===== src/rtl/alu_reservation_station_if.sv =====
// Dispatch, CDB broadcast and issue bus between the dispatcher/ALU and the
// ALU reservation station.
interface alu_reservation_station_if #(
  parameter int OP_W   = 6,
  parameter int DATA_W = 32,
  parameter int TAG_W  = 4
);
  logic              rdy;
  logic              in_clear;
  logic              in_valid;
  logic [OP_W-1:0]   in_op;
  logic [DATA_W-1:0] in_value1;
  logic [DATA_W-1:0] in_value2;
  logic [TAG_W-1:0]  in_tag1;
  logic [TAG_W-1:0]  in_tag2;
  logic [DATA_W-1:0] in_imm;
  logic [DATA_W-1:0] in_pc;
  logic [TAG_W-1:0]  in_rob_tag;
  logic [TAG_W-1:0]  alu_cdb_tag;
  logic [DATA_W-1:0] alu_cdb_value;
  logic [TAG_W-1:0]  lsb_cdb_tag;
  logic [DATA_W-1:0] lsb_cdb_value;
  logic              out_full;
  logic [OP_W-1:0]   out_op;
  logic [DATA_W-1:0] out_value1;
  logic [DATA_W-1:0] out_value2;
  logic [DATA_W-1:0] out_imm;
  logic [DATA_W-1:0] out_pc;
  logic [TAG_W-1:0]  out_rob_tag;

  modport master (
    output rdy, in_clear, in_valid, in_op, in_value1, in_value2, in_tag1, in_tag2,
           in_imm, in_pc, in_rob_tag, alu_cdb_tag, alu_cdb_value, lsb_cdb_tag, lsb_cdb_value,
    input  out_full, out_op, out_value1, out_value2, out_imm, out_pc, out_rob_tag
  );

  modport slave (
    input  rdy, in_clear, in_valid, in_op, in_value1, in_value2, in_tag1, in_tag2,
           in_imm, in_pc, in_rob_tag, alu_cdb_tag, alu_cdb_value, lsb_cdb_tag, lsb_cdb_value,
    output out_full, out_op, out_value1, out_value2, out_imm, out_pc, out_rob_tag
  );
endinterface


===== src/rtl/alu_reservation_station.sv =====
// ALU reservation station: buffers dispatched ops, captures operands from the
// ALU and LSB CDB ports, and issues the lowest-indexed ready op each cycle.
module alu_reservation_station #(
  parameter int RS_SIZE = 16,
  parameter int OP_W    = 6,
  parameter int DATA_W  = 32,
  parameter int TAG_W   = 4
) (
  input  logic                    clk,
  input  logic                    rst,
  alu_reservation_station_if.slave rs
);
  localparam int IDX_W = $clog2(RS_SIZE);

  logic [RS_SIZE-1:0] busy_q, busy_d;
  logic [OP_W-1:0]    op_q  [RS_SIZE];
  logic [DATA_W-1:0]  v1_q  [RS_SIZE];
  logic [DATA_W-1:0]  v2_q  [RS_SIZE];
  logic [DATA_W-1:0]  imm_q [RS_SIZE];
  logic [DATA_W-1:0]  pc_q  [RS_SIZE];
  logic [TAG_W-1:0]   t1_q  [RS_SIZE];
  logic [TAG_W-1:0]   t2_q  [RS_SIZE];
  logic [TAG_W-1:0]   rob_q [RS_SIZE];

  logic [OP_W-1:0]    out_op_q;
  logic [DATA_W-1:0]  out_v1_q, out_v2_q, out_imm_q, out_pc_q;
  logic [TAG_W-1:0]   out_rob_q;

  logic               full, sel_found, dispatch_en;
  logic [IDX_W-1:0]   free_idx, sel_idx;
  logic [TAG_W-1:0]   disp_t1, disp_t2;
  logic [DATA_W-1:0]  disp_v1, disp_v2;

  function automatic logic cdb_hit(input logic [TAG_W-1:0] tag,
                                   input logic [TAG_W-1:0] cdb_tag);
    return (tag != '0) && (tag == cdb_tag);
  endfunction

  assign full        = &busy_q;
  assign dispatch_en = rs.in_valid && !full && !rs.in_clear;

  // Descending scan so the last hit is the lowest index.
  always_comb begin
    free_idx  = '0;
    sel_idx   = '0;
    sel_found = 1'b0;
    for (int i = RS_SIZE - 1; i >= 0; i--) begin
      if (!busy_q[i]) free_idx = IDX_W'(i);
      if (busy_q[i] && (t1_q[i] == '0) && (t2_q[i] == '0)) begin
        sel_found = 1'b1;
        sel_idx   = IDX_W'(i);
      end
    end
  end

  // Same-cycle forwarding into the dispatched entry; ALU port wins a double hit.
  always_comb begin
    disp_t1 = rs.in_tag1;
    disp_v1 = rs.in_value1;
    disp_t2 = rs.in_tag2;
    disp_v2 = rs.in_value2;
    if (cdb_hit(rs.in_tag1, rs.alu_cdb_tag)) begin
      disp_t1 = '0;
      disp_v1 = rs.alu_cdb_value;
    end else if (cdb_hit(rs.in_tag1, rs.lsb_cdb_tag)) begin
      disp_t1 = '0;
      disp_v1 = rs.lsb_cdb_value;
    end
    if (cdb_hit(rs.in_tag2, rs.alu_cdb_tag)) begin
      disp_t2 = '0;
      disp_v2 = rs.alu_cdb_value;
    end else if (cdb_hit(rs.in_tag2, rs.lsb_cdb_tag)) begin
      disp_t2 = '0;
      disp_v2 = rs.lsb_cdb_value;
    end
  end

  always_comb begin
    busy_d = busy_q;
    if (sel_found)   busy_d[sel_idx]  = 1'b0;
    if (dispatch_en) busy_d[free_idx] = 1'b1;
    if (rs.in_clear) busy_d = '0;
  end

  always_ff @(posedge clk or negedge rst) begin
    if (!rst) begin
      busy_q    <= '0;
      out_op_q  <= '0;
      out_v1_q  <= '0;
      out_v2_q  <= '0;
      out_imm_q <= '0;
      out_pc_q  <= '0;
      out_rob_q <= '0;
    end else if (rs.rdy) begin
      busy_q <= busy_d;
      if (sel_found && !rs.in_clear) begin
        out_op_q  <= op_q[sel_idx];
        out_v1_q  <= v1_q[sel_idx];
        out_v2_q  <= v2_q[sel_idx];
        out_imm_q <= imm_q[sel_idx];
        out_pc_q  <= pc_q[sel_idx];
        out_rob_q <= rob_q[sel_idx];
      end else begin
        out_op_q  <= '0;
        out_v1_q  <= '0;
        out_v2_q  <= '0;
        out_imm_q <= '0;
        out_pc_q  <= '0;
        out_rob_q <= '0;
      end
    end
  end

  // Entry payload is only meaningful while busy, so it carries no reset.
  always_ff @(posedge clk) begin
    if (rs.rdy) begin
      for (int i = 0; i < RS_SIZE; i++) begin
        if (cdb_hit(t1_q[i], rs.alu_cdb_tag)) begin
          v1_q[i] <= rs.alu_cdb_value;
          t1_q[i] <= '0;
        end else if (cdb_hit(t1_q[i], rs.lsb_cdb_tag)) begin
          v1_q[i] <= rs.lsb_cdb_value;
          t1_q[i] <= '0;
        end
        if (cdb_hit(t2_q[i], rs.alu_cdb_tag)) begin
          v2_q[i] <= rs.alu_cdb_value;
          t2_q[i] <= '0;
        end else if (cdb_hit(t2_q[i], rs.lsb_cdb_tag)) begin
          v2_q[i] <= rs.lsb_cdb_value;
          t2_q[i] <= '0;
        end
      end
      if (dispatch_en) begin
        op_q[free_idx]  <= rs.in_op;
        v1_q[free_idx]  <= disp_v1;
        t1_q[free_idx]  <= disp_t1;
        v2_q[free_idx]  <= disp_v2;
        t2_q[free_idx]  <= disp_t2;
        imm_q[free_idx] <= rs.in_imm;
        pc_q[free_idx]  <= rs.in_pc;
        rob_q[free_idx] <= rs.in_rob_tag;
      end
    end
  end

  assign rs.out_full    = full;
  assign rs.out_op      = out_op_q;
  assign rs.out_value1  = out_v1_q;
  assign rs.out_value2  = out_v2_q;
  assign rs.out_imm     = out_imm_q;
  assign rs.out_pc      = out_pc_q;
  assign rs.out_rob_tag = out_rob_q;
endmodule


===== src/flat_wrapper.sv =====
// flat-port wrapper written by rule: the top's interface ports become plain ports
module alu_reservation_station_flat 
#(
  parameter int RS_SIZE = 16,
  parameter int OP_W    = 6,
  parameter int DATA_W  = 32,
  parameter int TAG_W   = 4
)
  (clk, rst, rs_rdy, rs_in_clear, rs_in_valid, rs_in_op, rs_in_value1, rs_in_value2, rs_in_tag1, rs_in_tag2, rs_in_imm, rs_in_pc, rs_in_rob_tag, rs_alu_cdb_tag, rs_alu_cdb_value, rs_lsb_cdb_tag, rs_lsb_cdb_value, rs_out_full, rs_out_op, rs_out_value1, rs_out_value2, rs_out_imm, rs_out_pc, rs_out_rob_tag);
  alu_reservation_station_if #(.OP_W(OP_W), .DATA_W(DATA_W), .TAG_W(TAG_W)) rs_i ();
  input  logic clk;
  input  logic rst;
  input wire logic [$bits(rs_i.rdy)-1:0] rs_rdy;
  input wire logic [$bits(rs_i.in_clear)-1:0] rs_in_clear;
  input wire logic [$bits(rs_i.in_valid)-1:0] rs_in_valid;
  input wire logic [$bits(rs_i.in_op)-1:0] rs_in_op;
  input wire logic [$bits(rs_i.in_value1)-1:0] rs_in_value1;
  input wire logic [$bits(rs_i.in_value2)-1:0] rs_in_value2;
  input wire logic [$bits(rs_i.in_tag1)-1:0] rs_in_tag1;
  input wire logic [$bits(rs_i.in_tag2)-1:0] rs_in_tag2;
  input wire logic [$bits(rs_i.in_imm)-1:0] rs_in_imm;
  input wire logic [$bits(rs_i.in_pc)-1:0] rs_in_pc;
  input wire logic [$bits(rs_i.in_rob_tag)-1:0] rs_in_rob_tag;
  input wire logic [$bits(rs_i.alu_cdb_tag)-1:0] rs_alu_cdb_tag;
  input wire logic [$bits(rs_i.alu_cdb_value)-1:0] rs_alu_cdb_value;
  input wire logic [$bits(rs_i.lsb_cdb_tag)-1:0] rs_lsb_cdb_tag;
  input wire logic [$bits(rs_i.lsb_cdb_value)-1:0] rs_lsb_cdb_value;
  output wire logic [$bits(rs_i.out_full)-1:0] rs_out_full;
  output wire logic [$bits(rs_i.out_op)-1:0] rs_out_op;
  output wire logic [$bits(rs_i.out_value1)-1:0] rs_out_value1;
  output wire logic [$bits(rs_i.out_value2)-1:0] rs_out_value2;
  output wire logic [$bits(rs_i.out_imm)-1:0] rs_out_imm;
  output wire logic [$bits(rs_i.out_pc)-1:0] rs_out_pc;
  output wire logic [$bits(rs_i.out_rob_tag)-1:0] rs_out_rob_tag;
  assign rs_i.rdy = rs_rdy;
  assign rs_i.in_clear = rs_in_clear;
  assign rs_i.in_valid = rs_in_valid;
  assign rs_i.in_op = rs_in_op;
  assign rs_i.in_value1 = rs_in_value1;
  assign rs_i.in_value2 = rs_in_value2;
  assign rs_i.in_tag1 = rs_in_tag1;
  assign rs_i.in_tag2 = rs_in_tag2;
  assign rs_i.in_imm = rs_in_imm;
  assign rs_i.in_pc = rs_in_pc;
  assign rs_i.in_rob_tag = rs_in_rob_tag;
  assign rs_i.alu_cdb_tag = rs_alu_cdb_tag;
  assign rs_i.alu_cdb_value = rs_alu_cdb_value;
  assign rs_i.lsb_cdb_tag = rs_lsb_cdb_tag;
  assign rs_i.lsb_cdb_value = rs_lsb_cdb_value;
  assign rs_out_full = rs_i.out_full;
  assign rs_out_op = rs_i.out_op;
  assign rs_out_value1 = rs_i.out_value1;
  assign rs_out_value2 = rs_i.out_value2;
  assign rs_out_imm = rs_i.out_imm;
  assign rs_out_pc = rs_i.out_pc;
  assign rs_out_rob_tag = rs_i.out_rob_tag;
  alu_reservation_station #(.RS_SIZE(RS_SIZE), .OP_W(OP_W), .DATA_W(DATA_W), .TAG_W(TAG_W)) u_core (.clk(clk), .rst(rst), .rs(rs_i));
endmodule

===== config.mk =====
export PLATFORM = sky130hd
export DESIGN_NAME = alu_reservation_station_flat
export DESIGN_NICKNAME = d
export VERILOG_FILES = /design/src/rtl/alu_reservation_station_if.sv /design/src/rtl/alu_reservation_station.sv /design/src/flat_wrapper.sv
export SDC_FILE = /design/constraint.sdc
export NUM_CORES = 2
export LEC_CHECK = 0
export BUFFER_PORTS_ARGS = -buffer_cell sky130_fd_sc_hd__clkbuf_2
export CAP_MARGIN = 25
export CORE_MARGIN = 4
export CORE_UTILIZATION = 45
export CTS_CLUSTER_DIAMETER = 100
export DETAILED_ROUTE_END_ITERATION = 8
export REMOVE_ABC_BUFFERS = 1
export SETUP_SLACK_MARGIN = 0.05
export SYNTH_ARGS = -nofsm -noshare
export SYNTH_HDL_FRONTEND = slang
export SYNTH_SLANG_ARGS = --single-unit

===== constraint.sdc =====
create_clock -name clk -period 13.8 [get_ports clk]
set_input_delay 4.14 -clock clk [delete_from_list [all_inputs] [get_ports clk]]
set_output_delay 4.14 -clock clk [all_outputs]
set_load 0.05 [all_outputs]

==> flow_metrics.tcl <==
set metrics [dict create \
    post-route-period-util 0.6392 \
    hold_class "flop to flop" \
    synth_cell_types 92 \
    nets 9960 \
    die_x_um 522.9 \
    fin_ws_ns 4.979 \
    grt_use_total 0.3615 \
    maxCapViolCount 0 \
    clk_pin_slew_ns 0.06 \
    skew_ns 0.07408 \
    cts_root_buf "clkbuf_16" \
    tightest_slew_ns 1.219 \
    post-route-drc-count 0 \
    grt_overflow 0 \
    r2r_setup_slack_ns 7.03 \
    gp_congestion 0.9033 \
    port_buffers 361 \
    wl_um 510900 \
    postCtsSetupBuffers 0 \
    cts_buffer_depth 4 \
    synth_top_area_cell "edfxtp_1" \
    wl_per_cell_um 37.88 \
    die_y_um 522.9 \
    drive_gt1_frac 0.1436 \
    crit_path_start_kind "input pin" \
    ys_seq_elements 2490 \
    clkPwrFrac 0.427 \
    max_freq_mhz 113.4 \
    p_sw_mw 3.983 \
    fillers 22710 \
    grt_pass1_vias 88000 \
    cts_tree "yes" \
    htree_levels 5 \
    multi_input_area_um2 41610 \
    grt_pass1_wl_um 698300 \
    routed-via-count 93490 \
    antenna_found_initial 40 \
    postRouteAntennaNets 0 \
    synth_area_um2 119300 \
    criticalPathCategory "input pin to flop" \
    cts-resized-gates 0 \
    status "completed" \
    cp-end-kind "flop" \
    drt_pass1_iterations 8 \
    slew_headroom 0.1870 \
    cp.required_ns 14.42 \
    drv_slew 0 \
    preCtsSetupSlack_ns 4.324 \
    via_per_inst 6.931 \
    synth.area.top_cells "edfxtp_1 (59%), mux2i_1 (6.7%), dfrtp_1 (3.2%)" \
    period_needed_ns 8.821 \
    seq_area_um2 74000 \
    p_sw_frac 0.2350 \
    power_frac_seq 0.500 \
    grt_max_degree 130 \
    timing_hold_violations_final 0 \
    insertion_delay_ns 0.98 \
    dieArea_um2 273500 \
    postCtsHoldBufs 0 \
    internal-power_mw 12.97 \
    p_per_area_nw_per_um2 126.8 \
    start_util 0.4533 \
    ys_warn_count 0 \
    syn_to_final_growth_pct 11.97 \
    critPathMaxFanout 103 \
    synth_top_area_share 0.5879 \
    synth_cells 9812 \
    synthArstFlopShare 0.06185 \
    comb_power_share 0.073 \
    fin_setup_tns_ns 0 \
    core_area_um2 263200 \
    io_pins 362 \
    yosysSeqAreaShare 0.6202 \
    postSynthAreaPerCell_um2 12.16 \
    synth_edf_count 2336 \
    cts_sinks 2490 \
    critPathArrivalTime_ns 9.44 \
    row_count 188 \
    ys.flop_type "edfxtp_1" \
    initialDrtViolationCount 15420 \
    rsz0062_at_grt "no" \
    dp_hpwl_um 269500 \
    peakVddDrop_v 0.0001514 \
    numCtsBuffers 284 \
    leakage_nw 43.66 \
    setup_violations 0 \
]
-- worst max-delay path, cell delays in order --
cell and delay [ns]:
buf_6 0.46, buf_4 0.68, nand2_1 0.12, nor2_1 0.35
nand3_1 0.23, nor2_1 0.38, and3_1 0.24, nand3_1 0.45
inv_8 0.89, buf_4 0.92, o21ai_0 0.23
-- cell type report --
cell class | instances | area share
antenna | 33 | 0.0006180
clock buffer | 406 | 0.05915
clock inverter | 83 | 0.005244
inverter | 79 | 0.002912
multi-input combinational | 6198 | 0.3115
sequential | 2490 | 0.5538
tap | 3515 | 0.03291
timing repair buffer | 684 | 0.03387
-- cell usage in the layout (no fill, tap or decap), types with 96 or more instances in the layout --
cell / count
clkbuf_16: 291
o21ai_0: 557
mux2_2: 162
a211oi_1: 377
xor2_1: 114
nor2b_1: 361
mux2i_1: 796
dfrtp_1: 154
a21oi_1: 594
xnor2_1: 145
nand3_1: 113
o221ai_1: 150
clkbuf_2: 359
nor2_1: 522
nand2_1: 840
edfxtp_1: 2336
o22ai_1: 387
buf_4: 304
clkbuf_1: 96
-- final timing paths --
check / startpoint / to / cells after the start
min: u_core.rs.out_pc[22]$_DFFE_PN0P_ / u_core.rs.out_pc[22]$_DFFE_PN0P_ / 2
min in group asynchronous: rst / u_core.rs.out_pc[5]$_DFFE_PN0P_ / 1
max reg2reg: u_core.t1_q[5][0]$_SDFFCE_PN0P_ / u_core.rs.out_value1[10]$_DFFE_PN0P_ / 13
max: rs_rdy / u_core.v1_q[14][16]$_DFFE_PP_ / 11
min reg2reg: u_core.rs.out_pc[22]$_DFFE_PN0P_ / u_core.rs.out_pc[22]$_DFFE_PN0P_ / 2
max in group asynchronous: rst / u_core.rs.out_value2[30]$_DFFE_PN0P_ / 2
-- through the flow --
step | hold slack (ns) | std cells | total power, mW | cell area [um2] | utilization
4_1_cts | 0.5020 | 13440 | 16.88 | 133300 | 0.5063
2_1_floorplan | 0.4993 | 8767 | 9.201 | 115000 | -
5_1_grt | 0.5180 | 13460 | 17.33 | 133500 | 0.5073
3_5_place_dp | 0.4861 | 12950 | 9.801 | 124700 | 0.4736
3_3_place_gp | 0.4690 | 12930 | 9.754 | 124500 | 0.4728
6_report | 0.4952 | 13490 | 16.95 | 133600 | 0.5076
-- synth_stat cells (48+ instances only) --
| master | number |
|---|---|
| nor2b_1 | 361 |
| xor2_1 | 114 |
| nand2_1 | 876 |
| mux2_2 | 162 |
| buf_1 | 71 |
| o21ai_0 | 557 |
| mux2i_1 | 796 |
| nor2_1 | 535 |
| a32o_1 | 49 |
| nor3_1 | 92 |
| inv_1 | 79 |
| clkbuf_1 | 725 |
| edfxtp_1 | 2336 |
| buf_2 | 220 |
| o22a_1 | 78 |
| nor4_1 | 48 |
| o22ai_1 | 387 |
| a211oi_1 | 380 |
| a21oi_1 | 604 |
| o221ai_1 | 150 |
| nand3_1 | 120 |
| xnor2_1 | 145 |
| o32ai_1 | 65 |
| dfrtp_1 | 154 |
| nand4_1 | 61 |
-- sequential cells by signal, summed over array words and instances (netlist names) --
| name | count |
|---|---|
| u_core.pc_q | 512 |
| u_core.rs.out_op | 6 |
| u_core.rs.out_rob_tag | 4 |
| u_core.rs.out_imm | 32 |
| u_core.t2_q | 64 |
| u_core.imm_q | 512 |
| u_core.rs.out_value2 | 32 |
| u_core.rob_q | 64 |
| u_core.v2_q | 512 |
| u_core.busy_q | 16 |
| u_core.v1_q | 512 |
| u_core.rs.out_value1 | 32 |
| u_core.op_q | 96 |
| u_core.t1_q | 64 |
| u_core.rs.out_pc | 32 |
-- power by group through the flow --
stage          clock (mW)  combinational, mW  sequential [mW]
2_1_floorplan           0              0.579             8.62
6_report             7.24               1.23             8.48
4_1_cts              7.23               1.18             8.47
3_5_place_dp            0               1.17             8.63
5_1_grt              7.56               1.28             8.48
3_3_place_gp            0               1.13             8.63
-- kinds of logic after synthesis --
kind of cell	share of synthesized area
AOI/OAI and AO/OA	0.1516
DFF	0.6202
and+or+nand+nor	0.08869
buffers and inverters	0.03851
muxes	0.08206
xor gates and xnor gates	0.01901
-- metal layers --
layer  up-vias  track usage  share of wire
met3      1777      0.09408           0.14
met1     46440       0.4682           0.35
met2      7891       0.5453           0.44
li1      37360            -              -
met5         -            0        0.00034
met4        20       0.2210          0.072
(Power assumes the default switching activity.)
